`src/rtl/hopfield_datapath.sv`:
```
// Neuron state vector and symmetric signed weight matrix for a Hopfield network:
// one-neuron-per-cycle asynchronous recall, one-cycle saturating Hebbian learning.
module hopfield_datapath #(
  parameter int NEURON_COUNT = 8,
  parameter int WEIGHT_WIDTH = 4
) (
  input  logic                            clk,
  input  logic                            rst,
  input  logic [NEURON_COUNT-1:0]         pattern_in,
  input  logic                            modify_neuron,
  input  logic                            modify_neuron_using_input,
  input  logic                            modify_weights,
  output logic                            same_input,
  output logic                            converged,
  output logic [NEURON_COUNT-1:0]         state_out,
  output logic [$clog2(NEURON_COUNT)-1:0] update_idx
);

  localparam int N     = NEURON_COUNT;
  localparam int W     = WEIGHT_WIDTH;
  localparam int IDX_W = $clog2(N);
  localparam int ACC_W = W + IDX_W + 1;
  localparam logic signed [W-1:0] W_MAX    = W'((1 << (W - 1)) - 1);
  localparam logic [IDX_W-1:0]    LAST_IDX = IDX_W'(N - 1);

  logic signed [W-1:0]     weights [N][N];
  logic [N-1:0]            prev_pattern;
  logic                    prev_valid;
  logic                    sweep_clean;
  logic signed [ACC_W-1:0] acc;
  logic signed [ACC_W-1:0] term;
  logic                    next_bit;
  logic                    flip;
  logic                    last;

  // Local field of the neuron being updated; a zero field keeps the old state.
  always_comb begin
    acc  = '0;
    term = '0;
    for (int j = 0; j < N; j++) begin
      term = ACC_W'(weights[update_idx][j]);
      if (IDX_W'(j) != update_idx) begin
        acc = state_out[j] ? (acc + term) : (acc - term);
      end
    end
    if (acc > 0) begin
      next_bit = 1'b1;
    end else if (acc < 0) begin
      next_bit = 1'b0;
    end else begin
      next_bit = state_out[update_idx];
    end
    flip = (next_bit != state_out[update_idx]);
    last = (update_idx == LAST_IDX);
  end

  always_ff @(posedge clk) begin
    if (!rst) begin
      state_out    <= '0;
      update_idx   <= '0;
      converged    <= 1'b0;
      same_input   <= 1'b0;
      prev_pattern <= '0;
      prev_valid   <= 1'b0;
      sweep_clean  <= 1'b1;
      for (int i = 0; i < N; i++) begin
        for (int j = 0; j < N; j++) begin
          weights[i][j] <= '0;
        end
      end
    end else begin
      prev_pattern <= pattern_in;
      prev_valid   <= 1'b1;
      same_input   <= prev_valid && (pattern_in == prev_pattern);

      if (modify_weights) begin
        // Both triangles get the same update, so symmetry is preserved.
        for (int i = 0; i < N; i++) begin
          for (int j = 0; j < N; j++) begin
            if (i == j) begin
              weights[i][j] <= '0;
            end else if (state_out[i] == state_out[j]) begin
              if (weights[i][j] != W_MAX) weights[i][j] <= weights[i][j] + W'(1);
            end else begin
              if (weights[i][j] != -W_MAX) weights[i][j] <= weights[i][j] - W'(1);
            end
          end
        end
      end else if (modify_neuron) begin
        if (modify_neuron_using_input) begin
          state_out   <= pattern_in;
          update_idx  <= '0;
          converged   <= 1'b0;
          sweep_clean <= 1'b1;
        end else begin
          state_out[update_idx] <= next_bit;
          if (last) begin
            update_idx  <= '0;
            converged   <= sweep_clean && !flip;
            sweep_clean <= 1'b1;
          end else begin
            update_idx  <= update_idx + IDX_W'(1);
            sweep_clean <= sweep_clean && !flip;
            if (flip) converged <= 1'b0;
          end
        end
      end
    end
  end

endmodule

```
`config.mk`:
```
export PLATFORM = sky130hd
export DESIGN_NAME = hopfield_datapath
export DESIGN_NICKNAME = d
export VERILOG_FILES = /design/src/rtl/hopfield_datapath.sv
export SDC_FILE = /design/constraint.sdc
export NUM_CORES = 1
export LEC_CHECK = 0
export ABC_AREA = 1
export BUFFER_PORTS_ARGS = -buffer_cell sky130_fd_sc_hd__buf_2
export CORE_MARGIN = 1.5
export CORE_UTILIZATION = 55
export DETAILED_ROUTE_END_ITERATION = 10
export PLACE_DENSITY = 0.71
export SLEW_MARGIN = 0
export SYNTH_ARGS = -nofsm -noshare
export SYNTH_HDL_FRONTEND = slang
export SYNTH_SLANG_ARGS = --single-unit
export TNS_END_PERCENT = 50
```
`constraint.sdc`:
```
create_clock -name clk -period 14.1 [get_ports clk]
set_input_delay 1.41 -clock clk [delete_from_list [all_inputs] [get_ports clk]]
set_output_delay 1.41 -clock clk [all_outputs]
set_load 0.01 [all_outputs]
```
After elaboration in Yosys (flattened, before gate mapping)
Memories as Yosys holds them, arrays and structs flattened. A register that Yosys moved wholly into a read port is not among the register bits.
Index checks and enable logic that the tools add are counted.
Widths: inputs -> output; s select.
{ "totals": {"register_bits": 23, "mem_bits_rw": 256, "memories": 1} }
{ "classes": {"add_sub_neg": 128, "order_cmp": 4, "n_eq_ne": 178, "mux": 718, "bitwise_logic": 121, "reduce_logical": 8} }
{ "memory_table": {"columns": ["memory", "depth", "width", "read_ports", "rd_clocked_by_memory_dff", "write_ports", "line", "rtl"], "rows": [
  ["weights", 8, 32, 9, 1, 8, "26", "logic signed [W-1:0] weights [N][N];"]
]} }
{ "ops": {"columns": ["op", "n"], "rows": [
  ["$mux 1", 574],
  ["$mux 4", 120],
  ["$ne 4x4->1 const B", 112],
  ["$add 4x2->4 const B", 56],
  ["$sub 4x2->4 const B", 56],
  ["$mux 8", 17],
  ["$or 1x1->1", 120],
  ["$add 8x4->8", 7],
  ["$eq 1x1->1", 56],
  ["$sub 8x4->8", 7],
  ["$mux 3", 4],
  ["$ne 3x3->1 const A", 4],
  ["$bwmux 8", 1],
  ["$eq 8x8->1", 1],
  ["$gt 8x1->1 const B", 1],
  ["$lt 8x1->1 const B", 1],
  ["$ne 2x3->1 const A", 2],
  ["$reduce_bool 3->1", 2],
  ["$sub 1x4->5 const A", 1],
  ["$lt 3x4->1 const B", 1],
  ["$add 3x1->3 const B", 1],
  ["$bmux 1 s3", 1],
  ["$demux 1 s3", 1],
  ["$eq 3x3->1 const B", 1],
  ["8 further kinds", 10]
]} }

Logic depth before layout (Yosys ltp)
Gate-level depths: netlist of the first run.
{ "depth": {"word_depth": 32, "ltp_mapped": 72, "mapped_depth_nobuf": 68} }

Worst setup path before layout of the first run
No wires, ideal clock.
{ "synth_path": {"kind": "register to register", "startpoint": "register (tool-made name)", "endpoint": "register state_out[6]", "setup_time_ps": 121, "t_arrival_ps": 9060, "required_ps": 13979, "setup_slack_ps": 4918, "stages_incl_launch_ff": 60, "path_buffers": 5, "period_less_slack_ps": 9182, "cell_sequence": "dfxtp_1 > buf_4 > buf_4 > clkbuf_1 > clkbuf_1 > clkbuf_1 > o21ai_0 > o31ai_1 > nand2_1 > o21ai_0 > inv_1 > ha_1 > o21ai_0 > fa_1 > or2_2 > o21a_1 > fa_1 > nand2_1 > [24 not listed] > nor2_1 > xor2_1 > nand2_1 > nand2_1 > inv_1 > ha_1 > a21oi_1 > nor2_1 > nor2_2 > xor2_1 > nand2_1 > nand2_1 > nand2_1 > nand2_2 > a21oi_4 > or2_4 > nand2_1 > a21oi_1"} }
{ "synth_rtl": {"columns": ["item", "line", "rtl"], "rows": [
  ["end signal, assigned", "91", "state_out <= pattern_in;"],
  ["end signal, assigned by index", "96", "state_out[update_idx] <= next_bit;"],
  ["end, declared", "15", "output logic [NEURON_COUNT-1:0] state_out,"]
]} }

==> results.py, run 1 <==
metrics = {
    "timing": {
        "relSlewSlack_pct": 24.21,
        "post-route-period-util_pct": 70.38,
        "slew_viol_final": 0,
        "fmax_mhz": 100.8,
        "period_needed_ns": 9.923,
        "whs_ns": 0.5079,
        "tightest_slew_ns": 1.123,
        "setup_viol": 0,
        "hold_viol": 0,
        "setup_tns_ns": 0,
        "clock_skew_ns": 0.008821,
        "rsz0062_at_grt": "false",
    },
    "synth": {
        "synth_top_family_by_area": "simple AND/OR/NAND/NOR gates",
        "avgSynthCellArea_um2": 7.880,
        "syn-num-nets": 3058,
        "syn_area_um2": 22070,
        "synth-simple-area-share_pct": 22.90,
        "synth-xor-area-share_pct": 6.944,
        "synth_area_leader_cell": "edfxtp_1",
        "synth_cells": 2801,
        "synth_cell_types": 59,
        "synth.yosys.seq_area_share_pct": 32.83,
        "yosys_most_used_dff": "edfxtp_1",
        "synth_top_area_share_pct": 30.48,
        "ys_warn_count": 0,
        "synthAdderAreaFrac_pct": 15.94,
        "synth.area.top_cells": "edfxtp_1 (30%), ha_1 (10%), nand2_1 (7.4%)",
        "muxShareOfSynthArea_pct": 0,
        "synth_seq_cells": 250,
        "synth-compound-area-share_pct": 12.54,
        "synth-edff-count": 224,
        "async_reset_ff_share_pct": 0,
    },
    "critical_path": {
        "worst_r2r_endpoint": "converged",
        "path_depth": 59,
        "cpLargestDelayFamily": "simple AND/OR/NAND/NOR gates",
        "endpoint": "converged",
        "reg2reg_slack_ns": 4.18,
        "cp-start-kind": "register",
        "worstPathMaxFanout": 54,
        "crit_slowest_cell": "buf_4",
        "cp_data_required_time_ns": 14.58,
        "worstRegToRegCells": 59,
        "cp_common_cell": "nand2_1",
        "arrival_ns": 10.41,
        "path_class": "reg -> reg",
        "crit_path_end_kind": "register",
        "worst-path-buf-inv": 8,
        "slowest_delay_ns": 0.58,
    },
    "global_route": {
        "grt_antenna_before_repair": 2,
        "grt_usage_pct": 28.64,
        "grt_overflow": 0,
        "grt_pass1_vias": 18960,
        "grt_max_degree": 78,
        "grt_pass1_wl_mm": 95.70,
    },
    "placed_design": {
        "io_buffers": 25,
        "place_hpwl_mm": 43.75,
        "globalplace.congestion": 0.9613,
        "dp_cells": 3288,
    },
    "detailed_routing": {
        "viasPerCell": 5.817,
        "antenna_left": 0,
        "drt_pass1_iterations": 6,
        "drc": 0,
        "totalWireLength_mm": 58.48,
        "first_iter_violations": 1838,
        "post_drt_wl_per_cell_um": 17.49,
        "vias": 19450,
    },
    "clock_tree": {
        "cts_max_level": 1,
        "cts.path.max_buffers": 3,
        "clkTransAtPathRegs_ns": 0.06,
        "cts_tree": "done",
        "cts_hold_buffers": 0,
        "cts_resized": 0,
        "postCtsSetupBuffers": 0,
        "cts-buffers-inserted": 30,
        "root_buffer": "clkbuf_16",
        "clock_sinks": 250,
        "clkLatencyLatePin_ns": 0.58,
    },
    "hold_path": {
        "hp-start": "sweep_clean",
        "hold_class": "reg -> reg",
    },
    "flow_run": {
        "cap_viol_max_count": 0,
    },
    "floorplanning": {
        "core_area_um2": 39640,
        "row_count": 73,
        "fp.dieW_um": 203.3,
        "initial_utilization_pct": 55.68,
        "die_h_um": 203.3,
        "dieArea_um2": 41340,
        "ios": 26,
    },
    "status": {
        "status": "finished, final reports clean",
    },
    "finish": {
        "nets": 3052,
        "drive_above_1_share_pct": 6.811,
        "areaGrowthSynthToFinish_pct": 6.956,
        "antennaDiodeCount": 0,
        "finalNonFillerCells": 3344,
    },
}
[synth_stat cells, types with 9 or more instances]
master,instances
clkbuf_1,52
nor3_1,25
buf_1,9
a21oi_1,210
inv_1,408
nand2_2,9
xor2_1,135
or2_2,45
o311ai_0,21
edfxtp_1,224
a31oi_1,22
buf_2,12
nor2_1,331
xnor2_1,40
inv_2,12
nand4_1,20
ha_1,182
o21ai_0,150
o21ai_2,9
nand2_1,438
nor4_1,74
o211ai_1,18
fa_1,62
nand3_1,165
dfxtp_1,26
[state kept, by name (all words and copies together) (netlist names), named ones only]
signal,flops
update_idx,3
prev_valid,1
state_out,8
prev_pattern,8
sweep_clean,1
converged,1
weights,224
same_input,1
[through the flow]
stage	cell area, um2	utilization, %	worst slack [ns]
after floorplan	22070	-	4.919
after global placement	22640	57.11	4.404
after detailed placement	22640	57.11	4.271
after CTS	23610	59.55	4.258
after global routing	23610	59.55	3.257
final	23610	59.55	4.177
[per-layer routing]
metal	global-route usage [%]	wire, um	vias to the layer above
li1	-	-	9433
met1	38.08	25060	9190
met2	47.53	27040	689
met3	4.059	4297	139
met4	10.58	2076	2
met5	0	13	-
[final cells by class]
type                    instances  area, um2
clock buffers                  35      810.8
clock inverters                21      156.4
fillers                      3527      16030
inverters                     424       1594
multi-input cells            2047      12880
flip-flops and latches        250       7252
well taps                     525      656.9
repair buffers                 42      255.2
[worst min-delay path by stage]
stage,end,slack (ns),cells past startpoint
floorplan,sweep_clean,0.44,2
global route,sweep_clean,0.55,2
global placement,sweep_clean,0.48,2
detailed placement,sweep_clean,0.47,2
finish,sweep_clean,0.51,2
CTS,sweep_clean,0.51,2
[placed cells by master (no fill, tap or decap), types with 25 or more instances in the layout]
| cell type | n |
|---|---|
| ha_1 | 182 |
| inv_1 | 407 |
| a21oi_1 | 210 |
| nand2_1 | 437 |
| nor4_1 | 74 |
| xnor2_1 | 40 |
| edfxtp_1 | 224 |
| o21ai_0 | 150 |
| nor3_1 | 25 |
| nor2_1 | 331 |
| fa_1 | 62 |
| nand3_1 | 165 |
| or2_2 | 45 |
| xor2_1 | 135 |
| clkbuf_16 | 31 |
[kinds of logic after synthesis]
| logic type | Yosys count |
|---|---|
| flip-flops | 250 |
| XOR/XNOR | 175 |
| buffers and inverters | 504 |
| adder cells (fa/ha/maj) | 244 |
| AND/OR/NAND/NOR | 1145 |
| AO/OA/AOI/OAI | 483 |
[worst min-delay path, delay by kind of cell (launching register included)]
family,cells,cell delay [ns]
flip-flops,1,0.34
AO/OA/AOI/OAI,1,0.08
AND/OR/NAND/NOR,1,0.06
Power of run 1 is left out: the tool's default activity adds up to more than one toggle a clock period on the data nets, which glitch-free logic cannot reach.
==> run 2: changes to the inputs <==
==> constraint.sdc (replaced) <==
create_clock -name clk -period 10.1 [get_ports clk]
set_input_delay 1.01 -clock clk [delete_from_list [all_inputs] [get_ports clk]]
set_output_delay 1.01 -clock clk [all_outputs]
set_load 0.01 [all_outputs]
==> run 2 against run 1 <==
- fmax up 8.4%
- clock-buffer cell count up 9
- routed wire length up 0.50%
- critical path depth down 5
- core utilization up 0.36 points
- cell area up 0.60%
- setup slack worse by 3.2 ns
- die area unchanged
- first-iteration DRC count down 16%
- sequential share of layout area down 0.17 points
- global-route usage down 0.25 points
==> results.py, run 2 (synthesis results as in run 1) <==
metrics = {
    "finish": {
        "areaGrowthSynthToFinish_pct": 7.596,
        "layout_commonest_cell": "nand2_1",
        "nets": 3059,
        "regMostFlops": "weights",
        "fin_area_um2": 23750,
        "reg_top3": "weights: 224 flops, prev_pattern: 8 flops, state_out: 8 flops",
        "largest_register_ffs": 224,
        "drive_above_1_share_pct": 6.936,
        "final_cell_mix": "nand2_1 (437), inv_1 (407), nor2_1 (331)",
        "fin_util_pct": 59.91,
    },
    "hold_path": {
        "hp-start": "sweep_clean",
        "hold_class": "reg -> reg",
    },
    "floorplanning": {
        "dieArea_um2": 41340,
        "ios": 26,
        "initial_utilization_pct": 55.68,
        "row_count": 73,
        "fp.dieW_um": 203.3,
        "core_area_um2": 39640,
        "die_h_um": 203.3,
    },
    "detailed_routing": {
        "antenna_left": 0,
        "vias": 19600,
        "drt_pass1_iterations": 6,
        "first_iter_violations": 1547,
        "drc": 0,
        "post_drt_wl_per_cell_um": 17.53,
        "totalWireLength_mm": 58.77,
        "viasPerCell": 5.847,
    },
    "timing": {
        "fmax_mhz": 109.2,
        "rsz0062_at_grt": "false",
        "period_needed_ns": 9.157,
        "setup_tns_ns": 0,
        "slew_viol_final": 0,
        "post-route-period-util_pct": 90.66,
        "setup_viol": 0,
        "relSlewSlack_pct": 22.63,
        "clock_skew_ns": 0.01224,
        "hold_viol": 0,
        "tightest_slew_ns": 1.146,
    },
    "clock_tree": {
        "root_buffer": "clkbuf_16",
        "clkTransAtPathRegs_ns": 0.06,
        "cts-buffers-inserted": 30,
        "cts.path.max_buffers": 3,
        "clock_sinks": 250,
        "clkLatencyLatePin_ns": 0.59,
        "cts_tree": "done",
        "cts_max_level": 1,
    },
    "global_route": {
        "grt_overflow": 0,
        "grt_usage_pct": 28.39,
        "grt_max_degree": 74,
        "grt_antenna_before_repair": 1,
        "grt_pass1_wl_mm": 94.66,
        "grt_pass1_vias": 18890,
    },
    "status": {
        "status": "finished, final reports clean",
    },
    "placed_design": {
        "io_buffers": 25,
        "place_hpwl_mm": 43.82,
        "dpl_cell_area_um2": 22680,
        "globalplace.congestion": 0.9259,
    },
    "critical_path": {
        "path_class": "reg -> reg",
        "worstPathMaxFanout": 28,
        "crit_slowest_cell": "fa_1",
        "cp_common_cell": "nand2_1",
        "crit_path_end_kind": "register",
        "arrival_ns": 9.67,
        "cp_data_required_time_ns": 10.61,
        "cp-start-kind": "register",
        "slowest_delay_ns": 0.51,
    },
    "flow_run": {
        "cap_viol_max_count": 0,
    },
}
==> run 2: changes by cell type in the layout (fill, tap and decap cells not counted), moves of 2 or more <==
| cell | change |
|---|---|
| clkinv_2 | -8 |
| buf_4 | +7 |
| clkbuf_1 | +5 |
| clkbuf_8 | +4 |
| o21ai_0 | -3 |
| o21ai_1 | +3 |
| bufinv_16 | +2 |
| clkinv_1 | -2 |
| clkinv_4 | +2 |
==> run 2: path summary, 6_finish.rpt <==
kind,end,slack [ns],cells past startpoint
setup / recovery,state_out[0],0.94,54
hold / removal,sweep_clean,0.49,2
hold reg to reg,sweep_clean,0.49,2
setup reg to reg,state_out[0],0.94,54
==> run 2: area by class of cell <==
cell class | count | area [um2]
clock inverter | 12 | 163.9
multi-input combinational | 2047 | 12880
inverter | 424 | 1597
timing repair buffer | 49 | 307.8
antenna | 1 | 2.502
clock buffer | 44 | 884.6
tap | 525 | 656.9
fill | 3510 | 15890
sequential | 250 | 7254
==> run 2: per-stage QoR <==
stage          worst slack [ns]  cells  hold slack (ns)
2_1_floorplan            0.9185   2801           0.4413
3_3_place_gp             0.8822   3294           0.4707
3_5_place_dp             0.7434   3294           0.4703
4_1_cts                  0.7081   3350           0.4897
5_1_grt                 0.02317   3351           0.5320
6_report                 0.9430   3352           0.4897
==> run 2: timing repair <==
action,CTS,global route
resized for setup,0,7
setup buffers,0,1
endpoints found under the setup margin,0,10
hold buffers,0,0
==> run 2: worst max-delay path, delay by kind of cell (launching register included) <==
kind                       cells  cell delay [ns]
and+or+nand+nor               31             3.62
AOI/OAI and AO/OA              8             1.33
xor gates and xnor gates       3             0.47
buffers and inverters          4             0.36
adders and majority gates      8             2.87
DFF                            1             0.44
==> run 2: per-layer routing <==
layer	vias up	wire (um)	global-route usage (%)
li1	9452	-	-
met2	732	27310	47.57
met5	-	0	0
met3	138	4559	3.835
met4	0	2237	11.43
met1	9277	24660	37.10
Power of run 2 is left out for the same reason.
==> run 3: changes to the inputs <==
--- a/config.mk
+++ b/config.mk
@@ -10,7 +10,7 @@
 export CORE_MARGIN = 1.5
 export CORE_UTILIZATION = 55
 export DETAILED_ROUTE_END_ITERATION = 10
-export PLACE_DENSITY = 0.71
+export PLACE_DENSITY = 0.74
 export SLEW_MARGIN = 0
 export SYNTH_ARGS = -nofsm -noshare
 export SYNTH_HDL_FRONTEND = slang
==> constraint.sdc (replaced) <==
create_clock -name clk -period 7.7 [get_ports clk]
set_input_delay 0.77 -clock clk [delete_from_list [all_inputs] [get_ports clk]]
set_output_delay 0.77 -clock clk [all_outputs]
set_load 0.01 [all_outputs]
==> run 3 against run 2 <==
- the run now ends with negative setup slack left
- sequential cell count is the same
- clock skew rose by 0.014 ns
- via count up 6.7%
- critical path type unchanged
- critical endpoint is now state_out[4]
- critical path depth is 1 lower
==> results.py, run 3 (synthesis results as in run 1) <==
metrics = {
    "critical_path": {
        "cpLargestDelayFamily": "simple AND/OR/NAND/NOR gates",
        "worstPathMaxFanout": 8,
        "worst-path-buf-inv": 5,
        "endpoint": "state_out[4]",
        "arrival_ns": 8.92,
        "cp_data_required_time_ns": 8.17,
        "cp-start-kind": "register",
        "crit_slowest_cell": "fa_2",
        "slowest_delay_ns": 0.52,
        "reg2reg_slack_ns": -0.75,
        "worstRegToRegCells": 53,
        "worst_r2r_endpoint": "state_out[4]",
        "path_depth": 53,
        "path_class": "reg -> reg",
        "cp_common_cell": "nand2_1",
        "crit_path_end_kind": "register",
    },
    "clock_tree": {
        "clkLatencyLatePin_ns": 0.59,
        "cts_tree": "done",
        "cts_hold_buffers": 0,
        "root_buffer": "clkbuf_16",
        "clock_sinks": 250,
        "cts_max_level": 1,
        "clkTransAtPathRegs_ns": 0.06,
        "cts-buffers-inserted": 31,
        "cts.path.max_buffers": 3,
    },
    "detailed_routing": {
        "first_iter_violations": 1966,
        "vias": 20920,
        "viasPerCell": 5.801,
        "totalWireLength_mm": 63.95,
        "drt_pass1_iterations": 6,
        "antenna_left": 0,
        "drc": 0,
        "post_drt_wl_per_cell_um": 17.73,
    },
    "global_route": {
        "grt_antenna_before_repair": 0,
        "grt_pass1_wl_mm": 101.9,
        "grt_usage_pct": 30.65,
        "grt_overflow": 0,
        "grt_pass1_vias": 20700,
        "grt_max_degree": 68,
    },
    "timing": {
        "relSlewSlack_pct": 11.76,
        "rsz0062_at_grt": "true",
        "post-route-period-util_pct": 109.7,
        "fmax_mhz": 118.4,
        "tightest_slew_ns": 1.307,
        "setup_viol": 10,
        "fin_ws_ns": -0.7493,
        "setup_tns_ns": -6.935,
        "slew_viol_final": 0,
        "hold_viol": 0,
        "period_needed_ns": 8.449,
        "clock_skew_ns": 0.02604,
    },
    "placed_design": {
        "place_ws_ns": -0.8139,
        "place_hpwl_mm": 47.45,
        "globalplace.congestion": 0.9634,
        "io_buffers": 25,
    },
    "finish": {
        "nets": 3316,
        "final_cell_mix": "nand2_1 (407), inv_1 (394), nor2_1 (322)",
        "areaGrowthSynthToFinish_pct": 19.59,
        "antennaDiodeCount": 0,
        "regMostFlops": "weights",
        "drive_above_1_share_pct": 18.63,
        "reg_top3": "weights: 224 flops, prev_pattern: 8 flops, state_out: 8 flops",
        "nFillCells": 3170,
        "largest_register_ffs": 224,
        "layout_commonest_cell": "nand2_1",
    },
    "floorplanning": {
        "die_h_um": 203.3,
        "ios": 26,
        "row_count": 73,
        "core_area_um2": 39640,
        "dieArea_um2": 41340,
        "fp.dieW_um": 203.3,
        "initial_utilization_pct": 55.68,
    },
    "hold_path": {
        "hold_class": "in -> reg",
    },
    "status": {
        "status": "finished, violations left",
        "violations": "negative setup slack",
    },
    "flow_run": {
        "cap_viol_max_count": 0,
    },
}
==> run 3: changes by cell type in the layout (fill, tap and decap cells not counted), moves of 10 or more <==
cell	delta
buf_4	+242
nand2_1	-30
nand2_2	+29
ha_1	-23
ha_4	+23
o21ai_0	-16
a21oi_1	-13
inv_1	-13
inv_2	+12
a21oi_2	+11
nand3_1	-11
nand3_2	+10
==> run 3: metal layers <==
metal	GRT usage, %	routed length (um)
met2	52.49	30010
met4	12.22	2551
met5	0	0
met1	38.88	25190
met3	4.522	6199
==> run 3: worst reg2reg max path, delay by kind of cell (launching register included) <==
kind | cells | cell delay (ns)
and+or+nand+nor | 30 | 3.51
adders and majority gates | 8 | 2.70
AOI/OAI and AO/OA | 8 | 1.03
DFF | 1 | 0.41
buffers and inverters | 5 | 0.37
xor gates and xnor gates | 2 | 0.32
==> run 3: metrics by stage <==
step / utilization, % / std cells / instance area, um2 / hold slack (ns)
floorplan: - / 2801 / 22220 / 0.4413
global placement: 62.10 / 3530 / 24610 / 0.4608
detailed placement: 62.10 / 3530 / 24610 / 0.4663
CTS: 65.12 / 3595 / 25810 / 0.3770
global route: 66.58 / 3606 / 26390 / 0.4191
finish: 66.58 / 3606 / 26390 / 0.3892
==> run 3: worst min path at each step <==
stage | slack, ns | to | cells after the start | start
final | 0.39 | prev_pattern[6] | 3 | pattern_in[6]
after global routing | 0.42 | prev_pattern[6] | 3 | pattern_in[6]
after CTS | 0.38 | prev_pattern[6] | 3 | pattern_in[6]
after detailed placement | 0.47 | sweep_clean | 2 | sweep_clean
after global placement | 0.46 | sweep_clean | 2 | sweep_clean
after floorplan | 0.44 | sweep_clean | 2 | sweep_clean
==> run 3: layout make-up <==
cell class	count	area [um2]	area share, %
Inverter	424	1602	6.068
Sequential cell	250	7254	27.49
Timing Repair Buffer	305	2376	9.002
Multi-Input combinational cell	2047	13530	51.28
Tap cell	525	656.9	2.489
Clock inverter	21	183.9	0.6968
Clock buffer	34	787.0	2.982
==> run 3: what timing repair did <==
action / in CTS / in global routing
buffers inserted: 9 / 9
gates cloned: 1 / 2
pin swaps: 21 / 52
endpoints found under the hold margin: 0 / 0
resized for setup: 32 / 111
setup endpoints to repair: 10 / 10
Power of run 3 is left out for the same reason.
